$ cat config.mk
export PLATFORM = sky130hd
export DESIGN_NAME = apb_reg_slave
export DESIGN_NICKNAME = d
export VERILOG_FILES = /design/src/rtl/apb_slave_pkg.sv /design/src/rtl/apb_wait_gen.sv /design/src/rtl/apb_reg_slave.sv
export SDC_FILE = /design/constraint.sdc
export NUM_CORES = 1
export LEC_CHECK = 0
export ABC_AREA = 1
export CORE_AREA = 2 2 237 239
export CTS_BUF_LIST = sky130_fd_sc_hd__clkbuf_8
export DETAILED_ROUTE_END_ITERATION = 8
export DIE_AREA = 0 0 239 241
export DONT_BUFFER_PORTS = 1
export PLACE_DENSITY = 0.74
export SYNTH_ARGS = -nofsm -noshare
export SYNTH_HDL_FRONTEND = slang
export SYNTH_SLANG_ARGS = --single-unit
$ cat constraint.sdc
create_clock -name clk -period 5.25 [get_ports clk]
set_clock_uncertainty 0.15 [all_clocks]
set_input_delay 1.575 -clock clk [delete_from_list [all_inputs] [get_ports clk]]
set_output_delay 1.575 -clock clk [all_outputs]
set_load 0.03 [all_outputs]
$ cat src/rtl/apb_slave_pkg.sv
// Shared types and address decode for APB register targets.
package apb_slave_pkg;

  typedef enum logic {
    IDLE   = 1'b0,
    ACCESS = 1'b1
  } state_e;

  localparam int unsigned APB_WORD_BYTES = 4;
  localparam int unsigned WAIT_CNT_W     = 4;

  typedef struct packed {
    logic        err;
    logic [31:0] idx;
  } apb_dec_t;

  // Word index plus error flag; the top word of the file is read-only.
  function automatic apb_dec_t apb_decode(input logic [31:0]  paddr,
                                          input logic [31:0]  base,
                                          input int unsigned  nregs,
                                          input logic         pwrite);
    apb_dec_t    d;
    logic [31:0] off;
    off   = paddr - base;
    d.idx = off >> $clog2(APB_WORD_BYTES);
    d.err = (paddr[1:0] != 2'b00) | (paddr < base) | (d.idx >= nregs) |
            (pwrite & (d.idx == nregs - 1));
    return d;
  endfunction

endpackage

$ cat src/rtl/apb_wait_gen.sv
// Loadable down-counter that paces PREADY for APB targets.
module apb_wait_gen
  import apb_slave_pkg::*;
(
  input  logic                  clk_i,
  input  logic                  rst_ni,
  input  logic                  load_i,
  input  logic                  dec_i,
  input  logic [WAIT_CNT_W-1:0] n_i,
  output logic                  done_o
);

  logic [WAIT_CNT_W-1:0] cnt_q, cnt_d;

  always_comb begin
    cnt_d = cnt_q;
    if (load_i) begin
      cnt_d = n_i;
    end else if (dec_i && (cnt_q != '0)) begin
      cnt_d = cnt_q - WAIT_CNT_W'(1);
    end
  end

  always_ff @(posedge clk_i or negedge rst_ni) begin
    if (!rst_ni) begin
      cnt_q <= '0;
    end else begin
      cnt_q <= cnt_d;
    end
  end

  // Last wait cycle: the next access cycle carries PREADY.
  assign done_o = (cnt_q == WAIT_CNT_W'(1));

endmodule

$ cat src/rtl/apb_reg_slave.sv
// APB3 register-file completer with programmable wait states and a read-only
// wrapping count of committed writes in the top word.
module apb_reg_slave
  import apb_slave_pkg::*;
#(
  parameter int unsigned           ADDR_WIDTH  = 32,
  parameter int unsigned           DATA_WIDTH  = 32,
  parameter int unsigned           NUM_REGS    = 16,
  parameter logic [ADDR_WIDTH-1:0] BASE_ADDR   = '0,
  parameter int unsigned           WAIT_CYCLES = 1
) (
  input  logic                           clk,
  input  logic                           rst_n,
  input  logic                           psel,
  input  logic                           penable,
  input  logic                           pwrite,
  input  logic [ADDR_WIDTH-1:0]          paddr,
  input  logic [DATA_WIDTH-1:0]          pwdata,
  output logic [DATA_WIDTH-1:0]          prdata,
  output logic                           pready,
  output logic                           pslverr,
  output logic [NUM_REGS*DATA_WIDTH-1:0] regs_o
);

  state_e                state_q, state_d;
  logic                  pready_q, pready_d;
  logic                  pslverr_q, pslverr_d;
  logic [DATA_WIDTH-1:0] prdata_q, prdata_d;
  logic [31:0]           idx_q;
  logic                  err_q, write_q;
  logic [DATA_WIDTH-1:0] wdata_q;
  logic [DATA_WIDTH-1:0] mem_q [NUM_REGS-1];
  logic [DATA_WIDTH-1:0] wcnt_q;

  apb_dec_t              dec_live;
  logic                  accept, commit, wt_load, wt_dec, wt_done;
  logic [31:0]           ld_idx;
  logic                  ld_err, ld_wr;
  logic [DATA_WIDTH-1:0] rd_word;
  logic [DATA_WIDTH-1:0] view_w [NUM_REGS];

  assign dec_live = apb_decode(32'(paddr), 32'(BASE_ADDR), NUM_REGS, pwrite);

  apb_wait_gen u_wait (
    .clk_i  (clk),
    .rst_ni (rst_n),
    .load_i (wt_load),
    .dec_i  (wt_dec),
    .n_i    (WAIT_CNT_W'(WAIT_CYCLES)),
    .done_o (wt_done)
  );

  // A setup can also arrive in the completion cycle, giving back-to-back transfers.
  always_comb begin
    state_d  = state_q;
    pready_d = 1'b0;
    accept   = 1'b0;
    commit   = 1'b0;
    wt_load  = 1'b0;
    wt_dec   = 1'b0;
    case (state_q)
      IDLE: accept = psel & ~penable;
      ACCESS: begin
        if (pready_q) begin
          commit  = psel & penable & write_q & ~err_q;
          state_d = IDLE;
          accept  = psel & ~penable;
        end else if (!(psel && penable)) begin
          state_d = IDLE;
        end else begin
          wt_dec   = 1'b1;
          pready_d = wt_done;
        end
      end
      default: state_d = IDLE;
    endcase
    if (accept) begin
      state_d  = ACCESS;
      wt_load  = 1'b1;
      pready_d = (WAIT_CYCLES == 0);
    end
  end

  // With zero wait states the completion is decided from the live bus.
  assign ld_idx = accept ? dec_live.idx : idx_q;
  assign ld_err = accept ? dec_live.err : err_q;
  assign ld_wr  = accept ? pwrite       : write_q;

  for (genvar i = 0; i < NUM_REGS - 1; i++) begin : g_view
    assign view_w[i] = mem_q[i];
  end
  assign view_w[NUM_REGS-1] = wcnt_q;

  for (genvar i = 0; i < NUM_REGS; i++) begin : g_flat
    assign regs_o[i*DATA_WIDTH +: DATA_WIDTH] = view_w[i];
  end

  always_comb begin
    rd_word = '0;
    for (int i = 0; i < NUM_REGS; i++) begin
      if (ld_idx == 32'(i)) rd_word = view_w[i];
    end
  end

  always_comb begin
    prdata_d  = prdata_q;
    pslverr_d = pready_d & ld_err;
    if (pready_d && !ld_wr) begin
      prdata_d = ld_err ? '0 : rd_word;
    end
  end

  always_ff @(posedge clk or negedge rst_n) begin
    if (!rst_n) begin
      state_q   <= IDLE;
      pready_q  <= 1'b0;
      pslverr_q <= 1'b0;
      prdata_q  <= '0;
      idx_q     <= '0;
      err_q     <= 1'b0;
      write_q   <= 1'b0;
      wdata_q   <= '0;
      wcnt_q    <= '0;
      for (int i = 0; i < NUM_REGS - 1; i++) mem_q[i] <= '0;
    end else begin
      state_q   <= state_d;
      pready_q  <= pready_d;
      pslverr_q <= pslverr_d;
      prdata_q  <= prdata_d;
      if (accept) begin
        idx_q   <= dec_live.idx;
        err_q   <= dec_live.err;
        write_q <= pwrite;
        wdata_q <= pwdata;
      end
      if (commit) begin
        wcnt_q <= wcnt_q + DATA_WIDTH'(1);
        for (int i = 0; i < NUM_REGS - 1; i++) begin
          if (idx_q == 32'(i)) mem_q[i] <= wdata_q;
        end
      end
    end
  end

  assign prdata  = prdata_q;
  assign pready  = pready_q;
  assign pslverr = pslverr_q;

endmodule

==> key figures <==
Run status
  • Outcome: complete, but fails checks
  • Violated checks: slew limit

STA
  • Time the worst path needs with I/O delays and setup: 4.521 ns
  • Number of pins exceeding their max-slew limit in the final report: 223
  • Final critical-path share of the clock period: 0.8612
  • Unrepaired setup endpoints after global routing: false
  • Relative slew slack: -0.3029
  • Top achievable clock speed: between 200 and 250 MHz
  • Worst Tran Pin Value: 1.954 ns
  • Final setup vio count: 0
  • TNS Setup: 0 ns
  • Final Hold Vio Count: 0
  • Worst hold margin: 0.3203 ns
  • Smallest setup slack after layout: around 0.73 ns

Die
  • Die Span X: about 240 um
  • Rows: 86
  • Vert. Die Dim: 241 um
  • Number of top-level design ports: ~620
  • Overall die area: 57,600 sq um
  • Core Region: approximately 55,000 sq um
  • Starting density of the core: 0.5077

Clocking
  • Post-cts gate resize count: 0
  • Number of buffers created by CTS: 104
  • Hold-fix buffers at CTS: 0
  • Cell at the root of the clock tree: clkbuf_8
  • Number of sinks on the clock net: 617
  • Maximum buffer depth of the clock tree: 3
  • CTS H-tree depth: 3
  • Clock transition at the register clock pins on the worst setup and hold paths after CTS: 0.06 ns
  • Number of buffers inserted by post-CTS setup repair: 0
  • Clock Latency Late Sink: 0.75 ns
  • CTS tree: built

Worst setup path
  • Type of the worst setup path: in -> reg
  • Launching element type of the critical path: primary input
  • CP Max Fanout: 35
  • Data arrival, critical path: 4.96 ns
  • Worst r2r path cells: 21
  • Data required, critical path: between 5 and 6 ns
  • Capturing element type of the critical path: flop

Route
  • Sum of routed wire segments on met1: 38,560 um
  • Met3 Routed Length: 12,450 um
  • ANT nets after route: 0
  • Routed wl met2: 50,720 um
  • Via density per instance: 5.917
  • Wire length after detailed routing: about 110,000 um
  • Starting DRT DRC Count: 2,303
  • Number of vias after detailed routing: between 20,000 and 25,000
  • Number of remaining DRC errors: 0
  • Per-cell routed wire length: 26.17 um
  • TritonRoute pass-1 iters: 7
  • Max layer used: met4

Synthesis
  • Portion of the post-synthesis area used by sequential elements: 0.5542
  • Compound-cell area share of the yosys netlist: 0.1110
  • Synthesized-area fraction occupied by adder cells: 0.001796
  • Nets in the synthesized netlist: 3,507
  • Number of flops mapped to enable cells by yosys: 0
  • Distinct cell type count after synthesis: 42
  • Top area cells in the synthesized netlist: dfrtp_1, nand2_1, o21ai_0
  • Library cell with the largest summed area after synthesis: dfrtp_1
  • Area share of and/or/nand/nor cells after synthesis: 0.2524
  • Most used flip-flop cell after synthesis: dfrtp_1
  • Top cell type's share of synthesized area: 0.5542
  • Ys async rst share: 1.000
  • Multiplexer share of the synthesized area: 0
  • Largest family of logic cells by synthesized area: simple AND/OR/NAND/NOR gates
  • Post-Syn Area per Cell: slightly above 8 sq um
  • Synthesized instance count: 3,434
  • Synth warn: 0
  • Area share of xor/xnor cells in the synthesized design: 0.007545
  • Netlist Area Pre-Place: 27,860 sq um
  • Register bit total from synthesis: 617

Placed design
  • Instance count after placement with tap cells included: 4,010
  • Final HPWL from detailed placement: between 70,000 and 80,000 um
  • RePlAce Congestion: just under 1
  • Worst slack, placed: 0.08614 ns
  • # port buffers: 0

Global routing
  • Pin count of the biggest net entering global routing: 618
  • Via count of the first global-routing pass: roughly 23,000
  • Initial antenna violation count: 1
  • Wire length of the first global-routing pass: ~160,000 um
  • Total global routing overflow: 0
  • GRT Util Overall: 0.3775

Pwr
  • Power density over the cells: 319.2 nW/um^2
  • Final Total Pwr: 9.732 mW
  • Leak: between 10 and 15 nW
  • Max IR drop VDD: 0.0002332 V

Cells and area
  • Post-route non-filler standard cell count: about 4,200
  • Fill count: 5,026
  • Proportion of layout cells with a drive suffix above 1: 0.08326
  • Net count of the finished layout: 3,485
  • Area growth from synthesis to layout: 9.435%

Hold path
  • Worst hold path depth: 1
  • Worst hold path class: reg -> reg

Run
  • Number of maximum-capacitance violations: 0
## cell type report
| class | instances | area [sq um] | share of cell area |
|---|---|---|---|
| Tap cell | 704 | 880.8 | 0.02889 |
| Clock inverter | 48 | 272.8 | 0.008946 |
| Timing Repair Buffer | 69 | 555.5 | 0.01822 |
| Multi-Input combinational cell | 2321 | 10430 | 0.3422 |
| Clock buffer | 129 | 1775 | 0.05823 |
| Antenna cell | 2 | 5.005 | 0.0001641 |
| Sequential cell | 617 | 15440 | 0.5064 |
| Inverter | 299 | 1127 | 0.03697 |
## routing by layer
layer	track usage	vias to the layer above
li1	-	10950
met1	0.4318	11950
met2	0.6024	1495
met3	0.1318	386
met4	0.2506	0
met5	0	-
## placed cells by master, fill, tap and decap left out, types with 2 or more instances in the layout
cell type | netlist | routed
nand3b_1 | 13 | 13
o21ai_0 | 556 | 556
inv_6 | 1 | 3
nand2_1 | 1213 | 1197
buf_4 | 6 | 66
nor2_4 | 7 | 7
nor2_1 | 168 | 167
and3_1 | 2 | 2
diode_2 | 0 | 2
xor2_1 | 19 | 19
buf_12 | 0 | 3
clkinv_2 | 0 | 6
nand3_1 | 92 | 92
nor4_1 | 12 | 11
o21a_1 | 2 | 2
nor3_1 | 41 | 41
clkinv_1 | 3 | 3
nor2_2 | 6 | 7
nand4_1 | 94 | 94
o21bai_1 | 3 | 3
nand3_2 | 3 | 3
clkinv_8 | 0 | 3
inv_1 | 282 | 316
a21oi_1 | 39 | 39
ha_1 | 4 | 4
or2_2 | 9 | 9
nor3_2 | 2 | 2
inv_2 | 13 | 13
xnor2_1 | 5 | 5
clkbuf_8 | 0 | 129
nor4_2 | 3 | 4
nand2_2 | 7 | 23
o21ai_1 | 7 | 7
o21ai_2 | 3 | 3
nand2_4 | 4 | 4
dfrtp_1 | 617 | 617
## worst paths after layout
check                                     start         endpoint  slack (ns)
max in group asynchronous                 rst_n      wdata_q[29]        2.96
worst min register to register  u_wait.cnt_q[3]  u_wait.cnt_q[3]        0.32
min in group asynchronous                 rst_n      regs_o[194]        0.37
worst min-delay path            u_wait.cnt_q[3]  u_wait.cnt_q[3]        0.32
worst max register to register           pready       prdata[23]        0.74
worst max-delay path                       psel       prdata[23]        0.73
## cell usage after synthesis, types with 4 or more instances
cell / instances
buf_4: 6
inv_2: 13
ha_1: 4
nor2_4: 7
nand4_1: 94
nand3b_1: 13
xnor2_1: 5
inv_1: 282
o21ai_0: 556
o21ai_1: 7
nor4_1: 12
nor2_2: 6
buf_6: 15
or2_2: 9
nand3_1: 92
dfrtp_1: 617
nand2_2: 7
nor3_1: 41
xor2_1: 19
a21oi_1: 39
nand2_4: 4
buf_2: 28
nand2_1: 1213
nor2_1: 168
clkbuf_1: 145
## critical path: stages
cell,delay (ns)
inv_2,0.02
nor2_4,0.11
nand2_4,0.25
buf_4,0.28
nand2_1,0.06
nand2_1,0.10
inv_2,0.10
nand2_1,0.14
nor3_1,0.48
buf_4,0.21
nand2_2,0.11
o21ai_0,0.36
inv_1,0.08
nand2_1,0.10
nand3_1,0.07
nor2_1,0.19
nand4_1,0.25
nor2_1,0.23
nand4_1,0.10
nand2_1,0.07
nand2_1,0.05
## power breakdown
| group | leakage (nW) | switching [mW] | total (mW) | internal, mW |
|---|---|---|---|---|
| clock network | 1.18 | 2.02 | 4.27 | 2.26 |
| registers | 8.46 | 0.0525 | 4.91 | 4.85 |
| logic | 5.11 | 0.464 | 0.556 | 0.0920 |
## stage by stage
stage	utilization	instance area, sq um
floorplan	-	27860
global placement	0.5182	28440
detailed placement	0.5182	28440
CTS	0.5555	30480
global route	0.5555	30490
finish	0.5556	30490
## registers in the layout, summed over array words and instances, names as in the netlist
register	count
state_q	1
wcnt_q	32
write_q	1
idx_q	32
wdata_q	32
u_wait.cnt_q	4
regs_o	480
err_q	1
pslverr	1
prdata	32
pready	1
## cells by family after synthesis
kind of cell             after synthesis
XOR/XNOR                              24
AO/OA/AOI/OAI                        612
AND/OR/NAND/NOR                     1681
adder cells (fa/ha/maj)                4
buffers and inverters                496
flip-flops                           617
No activity file was read; power rests on OpenSTA's default activity.
